==> config.mk <==
export PLATFORM = sky130hd
export DESIGN_NAME = blackjack_btn_cmd_queue_flat
export DESIGN_NICKNAME = d
export VERILOG_FILES = /design/src/rtl/blackjack_btn_cmd_queue_pkg.sv /design/src/rtl/blackjack_btn_cmd_queue_if.sv /design/src/rtl/blackjack_btn_cmd_queue_cmd_fifo.sv /design/src/rtl/blackjack_btn_cmd_queue.sv /design/src/flat_wrapper.sv
export SDC_FILE = /design/constraint.sdc
export NUM_CORES = 1
export LEC_CHECK = 0
export ABC_AREA = 1
export CORE_MARGIN = 4
export CORE_UTILIZATION = 45
export DETAILED_ROUTE_END_ITERATION = 12
export PLACE_DENSITY = 0.68
export SYNTH_ARGS = -nofsm -noshare
export SYNTH_HDL_FRONTEND = slang
export SYNTH_SLANG_ARGS = --single-unit
==> constraint.sdc <==
create_clock -name clk -period 4.2 [get_ports clk]
set_clock_uncertainty 0.05 [all_clocks]
set_input_delay 0.84 -clock clk [delete_from_list [all_inputs] [get_ports clk]]
set_output_delay 0.84 -clock clk [all_outputs]
set_load 0.02 [all_outputs]
==> src/rtl/blackjack_btn_cmd_queue_pkg.sv <==
// Shared blackjack command encoding: button index equals command code.
package blackjack_pkg;

    localparam int unsigned NUM_CMD = 4;
    localparam int unsigned CMD_T_W = $clog2(NUM_CMD);

    typedef logic [CMD_T_W-1:0] cmd_t;

    localparam cmd_t CMD_HIT     = CMD_T_W'(0);
    localparam cmd_t CMD_STAND   = CMD_T_W'(1);
    localparam cmd_t CMD_DEAL    = CMD_T_W'(2);
    localparam cmd_t CMD_NEWGAME = CMD_T_W'(3);

endpackage

==> src/rtl/blackjack_btn_cmd_queue_if.sv <==
// Button-pulse in / command-stream out bundle between debouncers, queue and game FSM.
interface blackjack_btn_cmd_queue_if
    import blackjack_pkg::*;
#(
    parameter int unsigned NUM_BTN = NUM_CMD,
    parameter int unsigned DEPTH   = 4
) ();
    localparam int unsigned CMD_W = $clog2(NUM_BTN);
    localparam int unsigned LVL_W = $clog2(DEPTH) + 1;

    logic [NUM_BTN-1:0] btn_pulse;
    logic               cmd_valid;
    logic               cmd_ready;
    logic [CMD_W-1:0]   cmd_code;
    logic [LVL_W-1:0]   level;
    logic               overflow;
    logic               ovf_clr;

    modport master (
        output btn_pulse, cmd_ready, ovf_clr,
        input  cmd_valid, cmd_code, level, overflow
    );

    modport slave (
        input  btn_pulse, cmd_ready, ovf_clr,
        output cmd_valid, cmd_code, level, overflow
    );

endinterface

==> src/rtl/blackjack_btn_cmd_queue_cmd_fifo.sv <==
// Circular-buffer command FIFO; pointer MSB separates full from empty.
module cmd_fifo #(
    parameter int unsigned W     = 2,
    parameter int unsigned DEPTH = 4
) (
    input  logic                 clk,
    input  logic                 rst_n,
    input  logic                 push,
    input  logic                 pop,
    input  logic [W-1:0]         din,
    output logic [W-1:0]         dout,
    output logic [$clog2(DEPTH):0] level,
    output logic                 full,
    output logic                 empty
);
    localparam int unsigned AW    = $clog2(DEPTH);
    localparam int unsigned PTR_W = AW + 1;

    logic [PTR_W-1:0] wr_ptr;
    logic [PTR_W-1:0] rd_ptr;
    logic [W-1:0]     mem [DEPTH];
    logic             do_push;
    logic             do_pop;

    // A push into a full buffer is only legal when the head leaves in the same cycle.
    assign do_pop  = pop & ~empty;
    assign do_push = push & (~full | do_pop);

    always_ff @(posedge clk or negedge rst_n) begin
        if (!rst_n) begin
            wr_ptr <= '0;
            rd_ptr <= '0;
        end else begin
            if (do_push) wr_ptr <= wr_ptr + PTR_W'(1);
            if (do_pop)  rd_ptr <= rd_ptr + PTR_W'(1);
        end
    end

    always_ff @(posedge clk) begin
        if (do_push) mem[wr_ptr[AW-1:0]] <= din;
    end

    assign level = wr_ptr - rd_ptr;
    assign full  = (level == PTR_W'(DEPTH));
    assign empty = (wr_ptr == rd_ptr);
    assign dout  = empty ? '0 : mem[rd_ptr[AW-1:0]];

endmodule

==> src/rtl/blackjack_btn_cmd_queue.sv <==
// Serializes debounced button presses by fixed priority into an ordered command FIFO.
module blackjack_btn_cmd_queue
    import blackjack_pkg::*;
#(
    parameter int unsigned NUM_BTN = NUM_CMD,
    parameter int unsigned DEPTH   = 4
) (
    input  logic                            clk,
    input  logic                            rst_n,
    blackjack_btn_cmd_queue_if.slave        bus
);
    localparam int unsigned CMD_W = $clog2(NUM_BTN);

    logic [NUM_BTN-1:0] pend;
    logic [NUM_BTN-1:0] cand;
    logic [NUM_BTN-1:0] push_oh;
    logic [NUM_BTN-1:0] pend_nxt;
    logic [CMD_W-1:0]   push_code;
    logic               push;
    logic               pop;
    logic               full;
    logic               empty;
    logic               ovf_set;
    logic               overflow_q;

    // Lowest-index candidate wins; scanning downward leaves the lowest set bit last.
    always_comb begin
        cand      = pend | bus.btn_pulse;
        push_oh   = '0;
        push_code = '0;
        for (int i = int'(NUM_BTN) - 1; i >= 0; i--) begin
            if (cand[i]) begin
                push_oh    = '0;
                push_oh[i] = 1'b1;
                push_code  = CMD_W'(i);
            end
        end
        pop      = ~empty & bus.cmd_ready;
        push     = (|cand) & (~full | pop);
        pend_nxt = cand & ~({NUM_BTN{push}} & push_oh);
        ovf_set  = |(bus.btn_pulse & pend & ~({NUM_BTN{push}} & push_oh));
    end

    // A fresh merge takes precedence over a coincident clear.
    always_ff @(posedge clk or negedge rst_n) begin
        if (!rst_n) begin
            pend       <= '0;
            overflow_q <= 1'b0;
        end else begin
            pend <= pend_nxt;
            if (ovf_set)          overflow_q <= 1'b1;
            else if (bus.ovf_clr) overflow_q <= 1'b0;
        end
    end

    cmd_fifo #(
        .W     (CMD_W),
        .DEPTH (DEPTH)
    ) u_fifo (
        .clk   (clk),
        .rst_n (rst_n),
        .push  (push),
        .pop   (pop),
        .din   (push_code),
        .dout  (bus.cmd_code),
        .level (bus.level),
        .full  (full),
        .empty (empty)
    );

    assign bus.cmd_valid = ~empty;
    assign bus.overflow  = overflow_q;

endmodule

==> src/flat_wrapper.sv <==
// flat-port wrapper written by rule: the top's interface ports become plain ports
module blackjack_btn_cmd_queue_flat import blackjack_pkg::*;
#(
    parameter int unsigned NUM_BTN = NUM_CMD,
    parameter int unsigned DEPTH   = 4
)
  (clk, rst_n, bus_btn_pulse, bus_cmd_ready, bus_ovf_clr, bus_cmd_valid, bus_cmd_code, bus_level, bus_overflow);
  blackjack_btn_cmd_queue_if #(.NUM_BTN(NUM_BTN), .DEPTH(DEPTH)) bus_i ();
  input  logic clk;
  input  logic rst_n;
  input wire logic [$bits(bus_i.btn_pulse)-1:0] bus_btn_pulse;
  input wire logic [$bits(bus_i.cmd_ready)-1:0] bus_cmd_ready;
  input wire logic [$bits(bus_i.ovf_clr)-1:0] bus_ovf_clr;
  output wire logic [$bits(bus_i.cmd_valid)-1:0] bus_cmd_valid;
  output wire logic [$bits(bus_i.cmd_code)-1:0] bus_cmd_code;
  output wire logic [$bits(bus_i.level)-1:0] bus_level;
  output wire logic [$bits(bus_i.overflow)-1:0] bus_overflow;
  assign bus_i.btn_pulse = bus_btn_pulse;
  assign bus_i.cmd_ready = bus_cmd_ready;
  assign bus_i.ovf_clr = bus_ovf_clr;
  assign bus_cmd_valid = bus_i.cmd_valid;
  assign bus_cmd_code = bus_i.cmd_code;
  assign bus_level = bus_i.level;
  assign bus_overflow = bus_i.overflow;
  blackjack_btn_cmd_queue #(.NUM_BTN(NUM_BTN), .DEPTH(DEPTH)) u_core (.clk(clk), .rst_n(rst_n), .bus(bus_i));
endmodule
Yosys cells after proc, flatten, opt, wreduce, memory -nomap -nowiden:

Memories as Yosys holds them, arrays and structs flattened.
Cells that the tools add are included.

* bits in registers: 11
* latch bits: 0
* bits in writable memories: 8
* ROM bits: 0
* input bits: 8
* output and inout bits: 7
* logic and storage cells: 40
* memories kept: 1

* $add $sub $neg: 3
* multipliers: 0
* div/mod/pow operators: 0
* $lt $le $gt $ge: 0
* eq/ne operators: 2
* shift-type cells: 0
* muxes and demuxes: 13
* bitwise operators: 14
* reductions and logical operators: 3

Memories
* u_core.u_fifo.mem: depth 4, width 2, read ports 1, clocked after Yosys merged registers in 0, wr ports 1, line blackjack_btn_cmd_queue_cmd_fifo.sv:21 `logic [W-1:0] mem [DEPTH];`

Operators by type and width (count)
* bitwise AND 4 bit: 4
* two-way mux 4 bit: 4
* two-way mux 2 bit: 5
* OR reduction 4 bit: 2
* adder 3 x 1 -> 3 bit (second input constant): 2
* bitwise AND 1 bit: 4
* two-way mux 1 bit: 4
* inverter 4 bit: 1
* OR 4 bit: 1
* equality test 3 bit: 1
* equality test 3 bit (second input constant): 1
* subtractor 3 bit: 1
* inverter 1 bit: 2
* OR 1 bit: 2
* nonzero test 2 bit: 1

Depth between registers and ports, before layout:

Gate-level depths: netlist of run 1.

* word-level depth: 10
* gate-level depth with buffers: 12

Modules after synthesis:

A second synthesis of run 1 with hierarchy kept.

* cell total of the unflattened synthesis: 143
* area, all modules: 1181.1 µm²

By module, submodules not included
* cmd_fifo: instances 1, cells an instance 86, area an instance 805.8 µm², sequential area each 390.4 µm²
* blackjack_btn_cmd_queue: instances 1, cells an instance 57, area an instance 375.4 µm², sequential area each 125.1 µm²

Least setup slack after synthesis of run 1:

Ideal clock, no wire load.

* kind: register to output
* from: register u_core.u_fifo.wr_ptr[0]
* to: output bus_cmd_code[0]
* arrival time: 1.392 ns
* data required time: 3.310 ns
* slack: 1.918 ns
* cell stages (with the launch flop): 8
* path buffers: 0
* cell sequence: dfrtp_1 inv_1 ha_1 nand2_1 inv_1 nand3_4 inv_1 a21oi_1

* word-level cells in the longest chain between the ends: 2

Ends and longest elaborated chain
* start: declaration: line blackjack_btn_cmd_queue_cmd_fifo.sv:19 `logic [PTR_W-1:0] wr_ptr;`
* start signal: assignment: line blackjack_btn_cmd_queue_cmd_fifo.sv:34 `if (do_push) wr_ptr <= wr_ptr + PTR_W'(1);`
* equality test 3 bit: line blackjack_btn_cmd_queue_cmd_fifo.sv:45 `assign empty = (wr_ptr == rd_ptr);`
* two-way mux 2 bit: line blackjack_btn_cmd_queue_cmd_fifo.sv:46 `assign dout = empty ? '0 : mem[rd_ptr[AW-1:0]];`
* end: declaration: line flat_wrapper.sv:15 `output wire logic [$bits(bus_i.cmd_code)-1:0] bus_cmd_code;`

No other way between the ends.

Worst setup path in the final report of run 1:

* from: register u_core.u_fifo.wr_ptr[0]
* to: output bus_level[2]

* word-level cells in the longest chain between the ends: 1

Ends and longest elaborated chain
* subtractor 3 bit: line blackjack_btn_cmd_queue_cmd_fifo.sv:43 `assign level = wr_ptr - rd_ptr;`
* end: declaration: line flat_wrapper.sv:16 `output wire logic [$bits(bus_i.level)-1:0] bus_level;`

No other way between the ends.

==> results of run 1 <==
final cells by class:
type / instances / area, um2
fillers: 206 / 972
flip-flops and latches: 19 / 515
multi-input cells: 79 / 492
repair buffers: 14 / 140
inverters: 25 / 93.8
well taps: 28 / 35.0
clock buffers: 3 / 22.5
clock inverters: 1 / 5.00
synthesized netlist by cell type:
cell type / n
nand3_1: 2
nand2_4: 2
fa_1: 1
dfrtp_1: 11
o21ai_0: 5
nand2_1: 19
nor2_2: 1
nor2_4: 1
edfxtp_1: 8
a21oi_1: 5
ha_1: 7
nand2_2: 4
inv_1: 22
nand3_4: 2
nor3_1: 1
or2_1: 2
a21boi_0: 2
nand3_2: 1
xor2_1: 4
inv_2: 3
nor2_1: 20
stage by stage:
stage / worst slack [ns] / total power [mW]
after floorplan: 1.92 / 0.802
after global placement: 1.41 / 1.01
after detailed placement: 1.34 / 1.03
after CTS: 0.991 / 1.13
after global routing: 0.883 / 1.21
final: 1.03 / 1.11
report_power, final:
| group | internal, mW | leakage (nW) | switching (mW) |
|---|---|---|---|
| sequential | 0.289 | 0.201 | 0.0548 |
| combinational | 0.277 | 0.411 | 0.395 |
| clock | 0.0355 | 0.0177 | 0.0579 |
sequential cells by signal, indices dropped and copies added (netlist names):
| name | count |
|---|---|
| u_core.u_fifo.mem | 8 |
| u_core.u_fifo.rd_ptr | 3 |
| u_core.pend | 4 |
| u_core.u_fifo.wr_ptr | 3 |
| u_core.bus.overflow | 1 |
worst max-delay path by stage:
stage,start,endpoint,slack [ns],cells after the start
after detailed placement,u_core.u_fifo.wr_ptr[0],bus_level[2],1.34,7
after global routing,u_core.u_fifo.wr_ptr[0],bus_level[2],0.88,7
final,u_core.u_fifo.wr_ptr[0],bus_level[2],1.03,7
after floorplan,u_core.u_fifo.wr_ptr[0],bus_cmd_code[0],1.92,7
after global placement,u_core.u_fifo.wr_ptr[0],bus_level[2],1.41,7
after CTS,u_core.u_fifo.wr_ptr[0],bus_level[2],0.99,7
logic make-up after synthesis:
kind of cell | after synthesis | synth area share
and+or+nand+nor | 55 | 0.258
buffers and inverters | 25 | 0.0852
DFF | 19 | 0.468
AOI/OAI and AO/OA | 12 | 0.0591
adders and majority gates | 8 | 0.0977
xor gates and xnor gates | 4 | 0.0318
worst max-delay path: cells and delay by family (launching register included):
family / cells / cell delay (ns)
and+or+nand+nor: 2 / 0.18
buffers and inverters: 3 / 0.79
adders and majority gates: 2 / 0.62
DFF: 1 / 0.40
routing by layer:
layer	up-vias	routed length, um	track usage	share of wire
li1	412	-	-	-
met1	361	743	0.134	0.39
met2	21	986	0.232	0.52
met3	6	95	0.0226	0.050
met4	0	56	0.0993	0.030
met5	-	0	0	0
==> impl_metrics.env, run 1 <==
export IMPL_status="finished clean"
export IMPL_timing_hold_ws_ns=0.507
export IMPL_holdPathStages=1
export IMPL_core_area_um2=2280
export IMPL_synth_distinct_cells=21
export IMPL_synthCells=123
export IMPL_path_clk_slew_ns=0.11
export IMPL_drt_iter0_drc=20
export IMPL_relSlewSlack=0.633
export IMPL_grt_usage=0.131
export IMPL_rrSetupSlack_ns=2.12
export IMPL_regToRegStartpoint="u_core.u_fifo.wr_ptr[0]"
export IMPL_hp_class="reg2reg"
export IMPL_irDropWorstVdd_uv=588
export IMPL_reg2reg_depth=8
export IMPL_grt_setup_unrepaired="no"
export IMPL_dieArea_um2=3300
export IMPL_fin_crit_ns=3.17
export IMPL_seq_area_frac_synth=0.468
export IMPL_grt_pass1_wl_um=3240
export IMPL_portBuffers=14
export IMPL_layout_common_cells="22 x inv_1, 20 x nor2_1, 19 x nand2_1, 14 x clkdlybuf4s50_1, 11 x dfrtp_1"
export IMPL_startpoint_type="register"
export IMPL_r2r_end="u_core.u_fifo.mem[1][0]"
export IMPL_clkLatencyLatePin_ns=0.30
export IMPL_layout_nets=158
export IMPL_drv_cap=0
export IMPL_hold_viol_final=0
export IMPL_yosys_area_top_type="dfrtp_1"
export IMPL_cts_tree="done"
export IMPL_postCtsSetupRepairBufs=0
export IMPL_slowest_stage="clkdlybuf4s50_1"
export IMPL_rows=17
export IMPL_holdBufCountCts=0
export IMPL_drc=0
export IMPL_grt_pass1_vias=816
export IMPL_end_kind="output port"
export IMPL_crit_top_cell="inv_1"
export IMPL_drive_above_1_share=0.128
export IMPL_cts_buffers=3
export IMPL_hold_start="u_core.u_fifo.wr_ptr[2]"
export IMPL_die_x_um=57.5
export IMPL_final_area_um2=1300
export IMPL_hpwl_um=1540
export IMPL_antenna_found_initial=0
export IMPL_tightest_slew_ns=0.549
export IMPL_antenna_cells=0
export IMPL_max_freq_mhz=316
export IMPL_die_h_um=57.5
export IMPL_holdPathEnd="u_core.u_fifo.wr_ptr[2]"
export IMPL_period_share=0.754
export IMPL_finalMaxSlewViolations=0
export IMPL_stdcell_count=169
export IMPL_syn_avg_cell_area_um2=8.95
export IMPL_ys_seq_elements=19
export IMPL_dpl_cell_area_um2=1280
export IMPL_utilization=0.573
export IMPL_ys_warn_count=0
export IMPL_arrival_ns=2.28
export IMPL_clockRootBuffer="clkbuf_4"
export IMPL_wire_per_inst_um=11.1
export IMPL_synth_area_leaders="dfrtp_1 25%, edfxtp_1 22%, ha_1 8.0%"
export IMPL_routed_via_density=4.73
export IMPL_route_antenna_remaining_nets=0
export IMPL_cp_max_fo=4
export IMPL_clockBufferDepth=2
export IMPL_first_pass_iters=3
export IMPL_vias=800
export IMPL_htree_levels=1
export IMPL_gr_total_overflow=0
export IMPL_mostFrequentLayoutCell="inv_1"
export IMPL_syn_area_um2=1100
export IMPL_leakagePower_nw=0.630
export IMPL_crit_type="reg2out"
export IMPL_start_util=0.484
export IMPL_setup_violations=0
export IMPL_num_io_pins=15
export IMPL_path_cells="inv_1 > ha_1 > fa_1 > inv_1 > nand3_1 > nand2_2 > clkdlybuf4s50_1"
export IMPL_synth_nets=139
export IMPL_area_growth_pct=18.4
export IMPL_power_density_nw_per_um2=850
export IMPL_gp_congestion=0.814
export IMPL_synth_top_cell_area_share=0.250
export IMPL_finalSetupTns_ns=0
export IMPL_clkSinkCount=19
export IMPL_drt_wl_total_um=1880
export IMPL_grt_max_degree=12
export IMPL_placed_cells=165
export IMPL_ctsResizeCount=0
export IMPL_critPathMaxStageDelay_ns=0.61
export IMPL_cp_required_ns=3.31
No activity file was read; power rests on OpenSTA's default activity.
==> run 2, diff against run 1 <==
==> constraint.sdc (replaced) <==
create_clock -name clk -period 3 [get_ports clk]
set_clock_uncertainty 0.05 [all_clocks]
set_input_delay 0.6 -clock clk [delete_from_list [all_inputs] [get_ports clk]]
set_output_delay 0.6 -clock clk [all_outputs]
set_load 0.02 [all_outputs]
==> run 2 against run 1 <==
Net effect:
- cell count is the same
- non-clock buffer count is the same
- die area unchanged
- worst hold slack better by 0.0078 ns
- worst setup slack worse by 0.84 ns
- wire length rose by 0.53%
- highest routed layer unchanged
==> impl_metrics.env, run 2 (same netlist as run 1, synthesis figures left out) <==
export IMPL_status="finished clean"
export IMPL_start_util=0.484
export IMPL_rows=17
export IMPL_hpwl_um=1540
export IMPL_relSlewSlack=0.648
export IMPL_htree_levels=1
export IMPL_finalSetupTns_ns=0
export IMPL_end_kind="output port"
export IMPL_irDropWorstVdd_uv=861
export IMPL_core_area_um2=2280
export IMPL_holdPathStages=1
export IMPL_first_pass_iters=2
export IMPL_grt_pass1_vias=816
export IMPL_grt_setup_unrepaired="no"
export IMPL_largest_reg_flops=8
export IMPL_vias=787
export IMPL_switching_share=0.459
export IMPL_num_io_pins=15
export IMPL_route_antenna_remaining_nets=0
export IMPL_clkSinkCount=19
export IMPL_cp_max_fo=4
export IMPL_holdBufCountCts=0
export IMPL_tightest_slew_ns=0.526
export IMPL_setup_violations=0
export IMPL_clkLatencyLatePin_ns=0.30
export IMPL_gr_total_overflow=0
export IMPL_cts_buffers=3
export IMPL_period_share=0.935
export IMPL_leakagePower_nw=0.639
export IMPL_stdcell_count=169
export IMPL_grt_max_degree=12
export IMPL_crit_type="reg2out"
export IMPL_gp_congestion=0.814
export IMPL_drv_cap=0
export IMPL_drive_above_1_share=0.128
export IMPL_postCtsSetupRepairBufs=0
export IMPL_clockRootBuffer="clkbuf_4"
export IMPL_antenna_found_initial=0
export IMPL_cp_required_ns=2.35
export IMPL_routed_via_density=4.66
export IMPL_fin_crit_ns=2.81
export IMPL_area_growth_pct=18.6
export IMPL_dieArea_um2=3300
export IMPL_drt_iter0_drc=10
export IMPL_wire_per_inst_um=11.2
export IMPL_arrival_ns=2.16
export IMPL_max_freq_mhz=356
export IMPL_antenna_cells=0
export IMPL_power_density_nw_per_um2=1190
export IMPL_reg2reg_depth=8
export IMPL_ctsResizeCount=0
export IMPL_die_x_um=57.5
export IMPL_power_share_sequential=0.310
export IMPL_die_h_um=57.5
export IMPL_mostFrequentLayoutCell="inv_1"
export IMPL_clkPwrFrac=0.085
export IMPL_hold_viol_final=0
export IMPL_placed_cells=165
export IMPL_grt_usage=0.130
export IMPL_p_int_mw=0.839
export IMPL_hp_class="reg2reg"
export IMPL_cts_tree="done"
export IMPL_grt_pass1_wl_um=3250
export IMPL_path_clk_slew_ns=0.11
export IMPL_startpoint_type="register"
export IMPL_finalMaxSlewViolations=0
export IMPL_p_switching_mw=0.713
export IMPL_portBuffers=14
export IMPL_drt_wl_total_um=1890
export IMPL_clockBufferDepth=2
export IMPL_comb_power_share=0.605
export IMPL_drc=0
export IMPL_layout_nets=158
export IMPL_layout_common_cells="22 x inv_1, 20 x nor2_1, 19 x nand2_1, 13 x clkdlybuf4s50_1, 11 x dfrtp_1"
==> run 2: layout make-up <==
cell class	instances	area, um2
inverter	25	93.8
clock buffer	3	22.5
sequential	19	515
multi-input combinational	79	492
fill	206	970
tap	28	35.0
clock inverter	1	5.00
timing repair buffer	14	143
==> run 2: final timing paths <==
path                                    startpoint                       to  slack, ns
max                        u_core.u_fifo.wr_ptr[0]          bus_cmd_code[1]       0.19
min                        u_core.u_fifo.wr_ptr[2]  u_core.u_fifo.wr_ptr[2]       0.52
max reg2reg                u_core.u_fifo.wr_ptr[0]  u_core.u_fifo.mem[1][0]       0.92
min reg2reg                u_core.u_fifo.wr_ptr[2]  u_core.u_fifo.wr_ptr[2]       0.52
max in group asynchronous                    rst_n           u_core.pend[1]       1.97
min in group asynchronous                    rst_n  u_core.u_fifo.rd_ptr[2]       0.58
==> run 2: worst max-delay path, stage by stage (launching register included) <==
cell	delay, ns
dfrtp_1	0.42
inv_1	0.15
ha_1	0.28
nand2_1	0.08
inv_1	0.06
nand3_4	0.08
inv_1	0.06
a21oi_1	0.11
clkdlybuf4s50_1	0.61
==> run 2: routing by layer <==
layer / GRT usage / wire, um / vias to the layer above
li1: - / - / 411
met1: 0.137 / 793 / 357
met2: 0.232 / 974 / 15
met3: 0.0226 / 83 / 4
met4: 0.0894 / 40 / 0
met5: 0 / 0 / -
==> run 2: metrics by stage <==
step	util	total power [mW]	area, um2	worst slack, ns	hold slack [ns]
4_1_cts	0.573	1.58	1300	0.0302	0.509
3_3_place_gp	0.561	1.41	1280	0.453	0.485
5_1_grt	0.574	1.69	1310	0.00508	0.517
3_5_place_dp	0.561	1.44	1280	0.384	0.489
2_1_floorplan	-	1.12	1100	0.958	0.254
6_report	0.574	1.55	1310	0.195	0.515
==> run 2: power groups by stage <==
stage / combinational, mW / sequential [mW] / clock (mW)
after global placement: 0.933 / 0.482 / 0
after CTS: 0.960 / 0.480 / 0.140
after detailed placement: 0.955 / 0.487 / 0
after floorplan: 0.650 / 0.473 / 0
final: 0.939 / 0.481 / 0.132
after global routing: 1.05 / 0.496 / 0.148
==> run 3, diff against run 2 <==
--- a/config.mk
+++ b/config.mk
@@ -6,10 +6,12 @@
 export NUM_CORES = 1
 export LEC_CHECK = 0
 export ABC_AREA = 1
+export CORE_ASPECT_RATIO = 0.8
 export CORE_MARGIN = 4
 export CORE_UTILIZATION = 45
 export DETAILED_ROUTE_END_ITERATION = 12
 export PLACE_DENSITY = 0.68
+export SETUP_SLACK_MARGIN = 0.3
 export SYNTH_ARGS = -nofsm -noshare
 export SYNTH_HDL_FRONTEND = slang
 export SYNTH_SLANG_ARGS = --single-unit
==> run 3 against run 2 <==
Net effect:
- combinational power decreased by 5.1%
- total power decreased by 3.1%
- fmax increased by 11%
- die area increased by 0.15%
- final area decreased by 0.86%
- worst hold slack got worse by 0.0072 ns
- largest cell class unchanged
==> impl_metrics.env, run 3 (same netlist as run 1, synthesis figures left out) <==
export IMPL_wire_per_inst_um=11.5
export IMPL_clockBufferDepth=2
export IMPL_hpwl_um=1540
export IMPL_grt_setup_unrepaired="no"
export IMPL_end_kind="output port"
export IMPL_stdcell_count=166
export IMPL_antenna_found_initial=0
export IMPL_layout_common_cells="22 x inv_1, 20 x nor2_1, 19 x nand2_1, 10 x dfrtp_1, 9 x clkdlybuf4s50_1"
export IMPL_ctsResizeCount=4
export IMPL_power_density_nw_per_um2=1160
export IMPL_grt_max_degree=12
export IMPL_holdBufCountCts=0
export IMPL_cts_buffers=3
export IMPL_routed_via_density=4.74
export IMPL_crit_top_cell="inv_1"
export IMPL_rrSetupSlack_ns=0.93
export IMPL_startpoint_type="register"
export IMPL_drt_iter0_drc=41
export IMPL_antenna_cells=0
export IMPL_placed_cells=162
export IMPL_clkLatencyLatePin_ns=0.30
export IMPL_r2r_end="u_core.u_fifo.mem[1][1]"
export IMPL_status="finished clean"
export IMPL_num_io_pins=15
export IMPL_drt_wl_total_um=1920
export IMPL_path_cells="inv_1 > ha_1 > fa_1 > inv_1 > dlygate4sd2_1"
export IMPL_crit_type="reg2out"
export IMPL_slowest_stage="fa_1"
export IMPL_drv_cap=0
export IMPL_layout_nets=158
export IMPL_fin_crit_ns=2.53
export IMPL_route_antenna_remaining_nets=0
export IMPL_relSlewSlack=0.646
export IMPL_rows=15
export IMPL_finalMaxSlewViolations=0
export IMPL_hp_class="reg2reg"
export IMPL_fin_ws_ns=0.475
export IMPL_reg2reg_depth=8
export IMPL_tightest_slew_ns=0.529
export IMPL_hold_start="u_core.u_fifo.wr_ptr[2]"
export IMPL_finalSetupTns_ns=0
export IMPL_gr_total_overflow=0
export IMPL_leakagePower_nw=0.636
export IMPL_portBuffers=14
export IMPL_irDropWorstVdd_uv=624
export IMPL_cp_max_fo=4
export IMPL_grt_usage=0.127
export IMPL_period_share=0.842
export IMPL_hold_viol_final=0
export IMPL_arrival_ns=1.88
export IMPL_clkSinkCount=19
export IMPL_setup_violations=0
export IMPL_grt_pass1_wl_um=3180
export IMPL_grt_pass1_vias=691
export IMPL_cp_required_ns=2.35
export IMPL_holdPathStages=1
export IMPL_start_util=0.493
export IMPL_drive_above_1_share=0.142
export IMPL_largest_reg_flops=8
export IMPL_holdPathEnd="u_core.u_fifo.wr_ptr[2]"
export IMPL_first_pass_iters=4
export IMPL_vias=787
export IMPL_critPathMaxStageDelay_ns=0.50
export IMPL_postCtsSetupRepairBufs=0
export IMPL_dieArea_um2=3310
export IMPL_htree_levels=1
export IMPL_cts_tree="done"
export IMPL_max_freq_mhz=396
export IMPL_pre_cts_ws_ns=0.410
export IMPL_area_growth_pct=17.6
export IMPL_path_clk_slew_ns=0.10
export IMPL_mostFrequentLayoutCell="inv_1"
export IMPL_core_area_um2=2230
export IMPL_clockRootBuffer="clkbuf_4"
export IMPL_die_h_um=52.2
export IMPL_die_x_um=63.3
export IMPL_regToRegStartpoint="u_core.u_fifo.wr_ptr[0]"
export IMPL_drc=0
export IMPL_gp_congestion=0.749
==> run 3: changes by cell type in the layout (fill, tap and decap cells not counted) <==
| cell | before | now |
|---|---|---|
| dfrtp_2 | 0 | 1 |
| dlygate4sd2_1 | 0 | 3 |
| clkbuf_2 | 0 | 1 |
| clkdlybuf4s50_1 | 13 | 9 |
| dfrtp_1 | 11 | 10 |
==> run 3: final cells by class <==
cell class | instances | area, um2
Clock buffer | 3 | 22.5
Clock inverter | 1 | 5.00
Fill cell | 188 | 938
Inverter | 25 | 93.8
Multi-Input combinational cell | 79 | 492
Sequential cell | 19 | 517
Tap cell | 25 | 31.3
Timing Repair Buffer | 14 | 134
==> run 3: power by group <==
| part | switching [mW] | internal [mW] | total [mW] |
|---|---|---|---|
| clock | 0.0803 | 0.0498 | 0.130 |
| combinational | 0.559 | 0.332 | 0.891 |
| sequential | 0.0772 | 0.406 | 0.483 |
==> run 3: critical path, delay by kind of cell (launching register included) <==
| family | cells | cell delay [ns] |
|---|---|---|
| buffers and inverters | 3 | 0.46 |
| DFF | 1 | 0.40 |
| adders and majority gates | 2 | 0.72 |
==> run 3: how the worst max path moves through the flow <==
stage / start / end / slack (ns) / cells past startpoint
after detailed placement: u_core.u_fifo.wr_ptr[0] / bus_level[2] / 0.41 / 7
final: u_core.u_fifo.wr_ptr[0] / bus_level[1] / 0.47 / 5
after global placement: u_core.u_fifo.wr_ptr[0] / bus_level[2] / 0.45 / 7
after floorplan: u_core.u_fifo.wr_ptr[0] / bus_cmd_code[0] / 0.96 / 7
after CTS: u_core.u_fifo.wr_ptr[0] / bus_level[2] / 0.33 / 7
after global routing: u_core.u_fifo.wr_ptr[0] / bus_cmd_code[0] / 0.36 / 8
==> run 3: metrics by stage <==
stage / hold slack, ns / total power [mW] / area, um2 / utilization
after floorplan: 0.254 / 1.12 / 1100 / -
after global placement: 0.493 / 1.42 / 1270 / 0.570
after detailed placement: 0.496 / 1.44 / 1270 / 0.570
after CTS: 0.515 / 1.53 / 1290 / 0.580
after global routing: 0.562 / 1.64 / 1290 / 0.580
final: 0.508 / 1.50 / 1290 / 0.580
==> run 3: routing by layer <==
layer / routed length (um) / share of wire / track usage / vias to the layer above
li1: - / - / - / 410
met2: 892 / 0.47 / 0.205 / 9
met3: 79 / 0.041 / 0.0451 / 4
met4: 13 / 0.0068 / 0.0215 / 0
met5: 0 / 0 / 0 / -
met1: 930 / 0.49 / 0.169 / 364
==> patch 1, RTL diff (flow settings as in run 1) <==
Change the package constant `NUM_CMD` from 4 to 8.
--- a/src/rtl/blackjack_btn_cmd_queue_pkg.sv
+++ b/src/rtl/blackjack_btn_cmd_queue_pkg.sv
@@ -1,7 +1,7 @@
 // Shared blackjack command encoding: button index equals command code.
 package blackjack_pkg;
 
-    localparam int unsigned NUM_CMD = 4;
+    localparam int unsigned NUM_CMD = 8;
     localparam int unsigned CMD_T_W = $clog2(NUM_CMD);
 
     typedef logic [CMD_T_W-1:0] cmd_t;
Interface: changed (resized bus_btn_pulse and bus_cmd_code); port bits go from 15 to 20. The function was not compared with the original's and may differ.
==> patch 1 against run 1 <==
Routed wire length is 46% higher. Count of clock-buffer cells in the layout stayed put. Critical path type unchanged. Sequential power is 32% higher. Sequential cell count is 8 higher. Design area is 41% higher. Critical path depth is 1 lower. Worst setup slack worse by 0.048 ns. Total power is 18% higher. Critical endpoint unchanged. Register-to-register slack worse by 0.20 ns. Highest routed layer unchanged. Die area is 36% higher. Area after synthesis is 43% higher.
==> patch 1: results (changes against run 1) <==
* CP max FO at 9 (was 4)
* Status: completed (unchanged)
* Syn avg cell area at 8.37 sq um (was 8.95 sq um)
* First-pass GRT wire length at 4510 microns (was 3240 microns)
* DRT iter0 DRCs at 29 (was 20)
* DP Worst Slack at 1.36 ns (was 1.34 ns)
* Overall global routing resource usage at 13.3% (was 13.1%)
* Detailed Place HPWL at 2230 microns (was 1540 microns)
* CTS H-tree lvls at 1 (unchanged)
* Net Count, Synth at 208 (was 139)
* CTS Buffer Depth at 2 (unchanged)
* Routability cong. at 0.753 (was 0.814)
* Slew @ Worst Pin at 0.749 ns (was 0.549 ns)
* Compound-Gate Fraction of Synth Area at 6.92% (was 5.91%)
* Vias in the first global route at 1,076 (was 816)
* Post-synth EDFFs at 12 (was 8)
* Sequential share of the synthesized area at 46.8% (about the same)
* Reg clk slew, reported paths at 0.15 ns (was 0.11 ns)
* Xor-xnor portion of the synthesized cell area at 2.23% (was 3.18%)
* Avg WL per Cell at 10.8 microns (was 11.1 microns)
* Worst vdd ir at 204 uV (was 588 uV)
* Routed via count at 1,181 (was 800)
* Final setup margin at 0.987 ns (was 1.03 ns)
* Drt pass-1 iters at 4 (was 3)
* Nets at 231 (was 158)
* Synth top cells by count: nand2_1, inv_1, nor2_1 (was inv_1, nor2_1, nand2_1)
* I/O Buffers at 19 (was 14)
* Leak at 0.850 nW (was 0.630 nW)
* Arr. time, crit path at 2.32 ns (was 2.28 ns)
* Top post-synthesis cells by area: dfrtp_1, edfxtp_1, nand2_1 (was dfrtp_1, edfxtp_1, ha_1)
* Clock Latency Late Sink at 0.32 ns (was 0.30 ns)
* Largest net degree at the start of global routing at 17 (was 12)
* Post-synth ARST share at 55.6% (was 57.9%)
* # Post-CTS Setup Buffers at 0 (unchanged)
* Max reg flops at 12 (was 8)
* Avg Vias per Cell at 4.61 (was 4.73)
* Placed cell count at 252 (was 165)
-- patch 1: metal layers --
metal  vias up  wire length (microns)  global-route usage, %
li1        626                      -                      -
met1       533                   1250                   16.3
met2        20                   1390                   23.7
met3         2                     98                   2.19
met4         0                     15                   3.80
met5         -                      0                      0
-- patch 1: cells by family after synthesis --
family / after synthesis
xor+xnor: 4
buf+inv: 37
flops: 27
compound gates: 21
fa+ha+maj: 8
simple gates: 91
-- patch 1: worst paths after layout --
kind / from / end / slack (ns) / depth (start not counted)
worst max-delay path: u_core.u_fifo.rd_ptr[0] / bus_level[2] / 0.99 / 6
worst min-delay path: u_core.u_fifo.wr_ptr[2] / u_core.u_fifo.wr_ptr[2] / 0.48 / 1
worst max register to register: u_core.u_fifo.rd_ptr[0] / u_core.u_fifo.mem[2][0] / 1.92 / 7
worst min register to register: u_core.u_fifo.wr_ptr[2] / u_core.u_fifo.wr_ptr[2] / 0.48 / 1
max in group asynchronous: rst_n / u_core.pend[3] / 2.74 / 1
min in group asynchronous: rst_n / u_core.u_fifo.rd_ptr[0] / 0.89 / 1
-- patch 1: cell type report --
type                    count  area [sq um]
fillers                   335          1520
flip-flops and latches     27           736
multi-input cells         124           691
repair buffers             19           190
inverters                  36           135
well taps                  46          57.6
clock buffers               3          22.5
clock inverters             1          7.51
-- patch 1: critical path: stages (launching register included) --
cell,delay [ns]
dfrtp_1,0.51
ha_1,0.24
fa_1,0.40
inv_1,0.07
nand3_1,0.08
nand2_2,0.10
clkdlybuf4s50_1,0.60
-- patch 1: power by group --
part | switching, mW | internal, mW
combinational | 0.444 | 0.303
clock | 0.0770 | 0.0363
sequential | 0.0622 | 0.389
total | 0.583 | 0.728
-- patch 1: metrics by stage --
stage               util, %  hold WS, ns  total power [mW]
floorplan                 -        0.433             0.965
global placement       53.8        0.452              1.19
detailed placement     53.8        0.457              1.21
CTS                    54.7        0.479              1.33
global route           54.7        0.504              1.44
finish                 54.7        0.475              1.31
==> patch 2, RTL diff (config.mk and constraints of run 1) <==
Without the edit above. Make the reset (`rst_n`) synchronous in 2 clocked blocks.
--- a/src/rtl/blackjack_btn_cmd_queue_cmd_fifo.sv
+++ b/src/rtl/blackjack_btn_cmd_queue_cmd_fifo.sv
@@ -26,7 +26,7 @@
     assign do_pop  = pop & ~empty;
     assign do_push = push & (~full | do_pop);
 
-    always_ff @(posedge clk or negedge rst_n) begin
+    always_ff @(posedge clk) begin
         if (!rst_n) begin
             wr_ptr <= '0;
             rd_ptr <= '0;
--- a/src/rtl/blackjack_btn_cmd_queue.sv
+++ b/src/rtl/blackjack_btn_cmd_queue.sv
@@ -42,7 +42,7 @@
     end
 
     // A fresh merge takes precedence over a coincident clear.
-    always_ff @(posedge clk or negedge rst_n) begin
+    always_ff @(posedge clk) begin
         if (!rst_n) begin
             pend       <= '0;
             overflow_q <= 1'b0;
Behaviour: differs if rst_n is asserted again (counterexample within 4 cycles, from zero or initial values and one cycle with rst_n low); with rst_n held inactive, the same outputs for 10 cycles.
==> patch 2 against run 1 <==
Routed wire length shrank 7.3%. Via count increased by 4.9%. Critical path type unchanged. Design area shrank 1.9%. Worst setup slack improved by 0.095 ns. Area after synthesis decreased by 0.68%. Largest power group unchanged. Combinational power is 20% lower. First-iteration DRC count grew 5.0%. Clock power is 1% lower. Sequential cell count rose by 2. Count of clock-buffer cells in the layout is 1 higher. Total power decreased by 14%. Worst hold slack worse by 0.060 ns. Sequential share of layout area shrank 0.40 points.
==> patch 2: results (changes against run 1) <==
* Status: completed (unchanged)
* Share of layout cells above drive strength 1 at 5.13% (was 12.8%)
* I/O Buffers at 14 (unchanged)
* Inserted Clock Buffers at 3 (unchanged)
* CTS Buffer Depth at 2 (unchanged)
* Top post-synthesis cells by area: dfxtp_1, edfxtp_1, inv_1 (was dfrtp_1, edfxtp_1, ha_1)
* FF-to-FF End: u_core.u_fifo.mem[3][1] (was u_core.u_fifo.mem[1][0])
* Nets at 173 (was 158)
* First-pass GRT wire length at 3240 microns (unchanged)
* Largest net degree at the start of global routing at 12 (unchanged)
* Post-synth EDFFs at 8 (unchanged)
* Detailed Place HPWL at 1400 microns (was 1540 microns)
* CTS H-tree lvls at 1 (unchanged)
* Xor-xnor portion of the synthesized cell area at 0% (was 3.18%)
* Mux cell area share after synthesis at 0% (unchanged)
* Leak at 0.623 nW (was 0.630 nW)
* ANT cells at 0 (unchanged)
* Reg clk slew, reported paths at 0.11 ns (about the same)
* WHS Endpoint: u_core.u_fifo.wr_ptr[2] (unchanged)
* DRT antenna net count at 0 (unchanged)
* Max cap viols at 0 (unchanged)
* Compound-Gate Fraction of Synth Area at 8.24% (was 5.91%)
* Filler cell count at 224 (was 206)
* Worst reg2reg setup slack at 2.01 ns (was 2.12 ns)
* Initial antenna violation count at 0 (unchanged)
* Worst vdd ir at 493 uV (was 588 uV)
* # Post-CTS Setup Buffers at 0 (unchanged)
* Adder-cell share of the synthesized area at 9.84% (was 9.77%)
* Max reg flops at 8 (unchanged)
* Cells on worst reg2reg path at 10 (was 8)
* Synth top cells by count: inv_1, nor2_1, nand2_1 (unchanged)
* Sequential share of the synthesized area at 45.8% (was 46.8%)
* DRT iter0 DRCs at 21 (was 20)
* Main synth FF type: dfxtp_1 (was dfrtp_1)
* Distinct cells, synth at 19 (was 21)
* Overall global routing resource usage at 12.5% (was 13.1%)
* Hold depth at 1 (unchanged)
* Arr. time, crit path at 2.18 ns (was 2.28 ns)
* Post-cts sizing count at 0 (unchanged)
* Placed cell area at 0.00125 sq mm (was 0.00128 sq mm)
* Ys Warns at 0 (unchanged)
* Net Count, Synth at 156 (was 139)
* Worst min path class: reg -> reg (unchanged)
* Slew @ Worst Pin at 0.412 ns (was 0.549 ns)
* Routed via count at 839 (was 800)
* CP max FO at 5 (was 4)
* Vias in the first global route at 788 (was 816)
* Routability cong. at 0.811 (was 0.814)
* Clock Tree Root: clkbuf_4 (unchanged)
* Post-synth ARST share at 0% (was 57.9%)
* Routed WL at 1740 microns (was 1880 microns)
* HP Start: u_core.u_fifo.wr_ptr[2] (unchanged)
* Drt pass-1 iters at 4 (was 3)
* RR Startpoint: u_core.u_fifo.wr_ptr[0] (unchanged)
* Clock Latency Late Sink at 0.29 ns
patch 2: per-stage QoR:
step / power (mW) / util [%] / setup WS [ns] / instances / hold WS, ns
final: 0.954 / 56.7 / 1.13 / 184 / 0.447
after global routing: 1.05 / 56.7 / 1.00 / 184 / 0.478
after CTS: 0.967 / 56.7 / 1.10 / 184 / 0.455
after detailed placement: 0.871 / 55.5 / 1.44 / 180 / 0.436
after global placement: 0.861 / 55.5 / 1.50 / 180 / 0.417
after floorplan: 0.686 / - / 1.97 / 140 / 0.396
patch 2: final cells by class:
class	instances	area (sq um)	area share, %
Inverter	29	109	8.51
Tap cell	28	35.0	2.74
Clock buffer	4	26.3	2.05
Timing Repair Buffer	14	140	11.0
Multi-Input combinational cell	88	468	36.6
Sequential cell	21	500	39.1
patch 2: report_power, final:
part | internal [mW] | switching, mW
Combinational | 0.223 | 0.317
Sequential | 0.283 | 0.0401
Clock | 0.0369 | 0.0551
Total | 0.542 | 0.412
patch 2: worst max-delay path by stage:
stage,cells after the start,from,to
after floorplan,5,u_core.u_fifo.wr_ptr[0],bus_cmd_code[0]
final,7,u_core.u_fifo.wr_ptr[0],bus_level[2]
after global placement,7,u_core.u_fifo.wr_ptr[0],bus_level[2]
after CTS,7,u_core.u_fifo.wr_ptr[0],bus_level[2]
after detailed placement,7,u_core.u_fifo.wr_ptr[0],bus_level[2]
after global routing,7,u_core.u_fifo.wr_ptr[0],bus_level[2]
patch 2: critical path, cell delays in order (launching register included):
cell and delay (ns):
dfxtp_1 0.37, inv_1 0.10, ha_1 0.22, fa_1 0.38
nand3_1 0.10, nand2_1 0.08, inv_1 0.05, clkdlybuf4s50_1 0.59
patch 2: cells by family after synthesis:
| group | after synthesis |
|---|---|
| AOI/OAI and AO/OA | 18 |
| adders and majority gates | 8 |
| buffers and inverters | 31 |
| DFF | 21 |
| and+or+nand+nor | 62 |
patch 2: layer usage:
layer,GRT usage [%],part of all wire [%]
met5,0,0
met4,4.97,0.86
met3,2.71,2.4
met2,19.7,46
met1,16.6,51
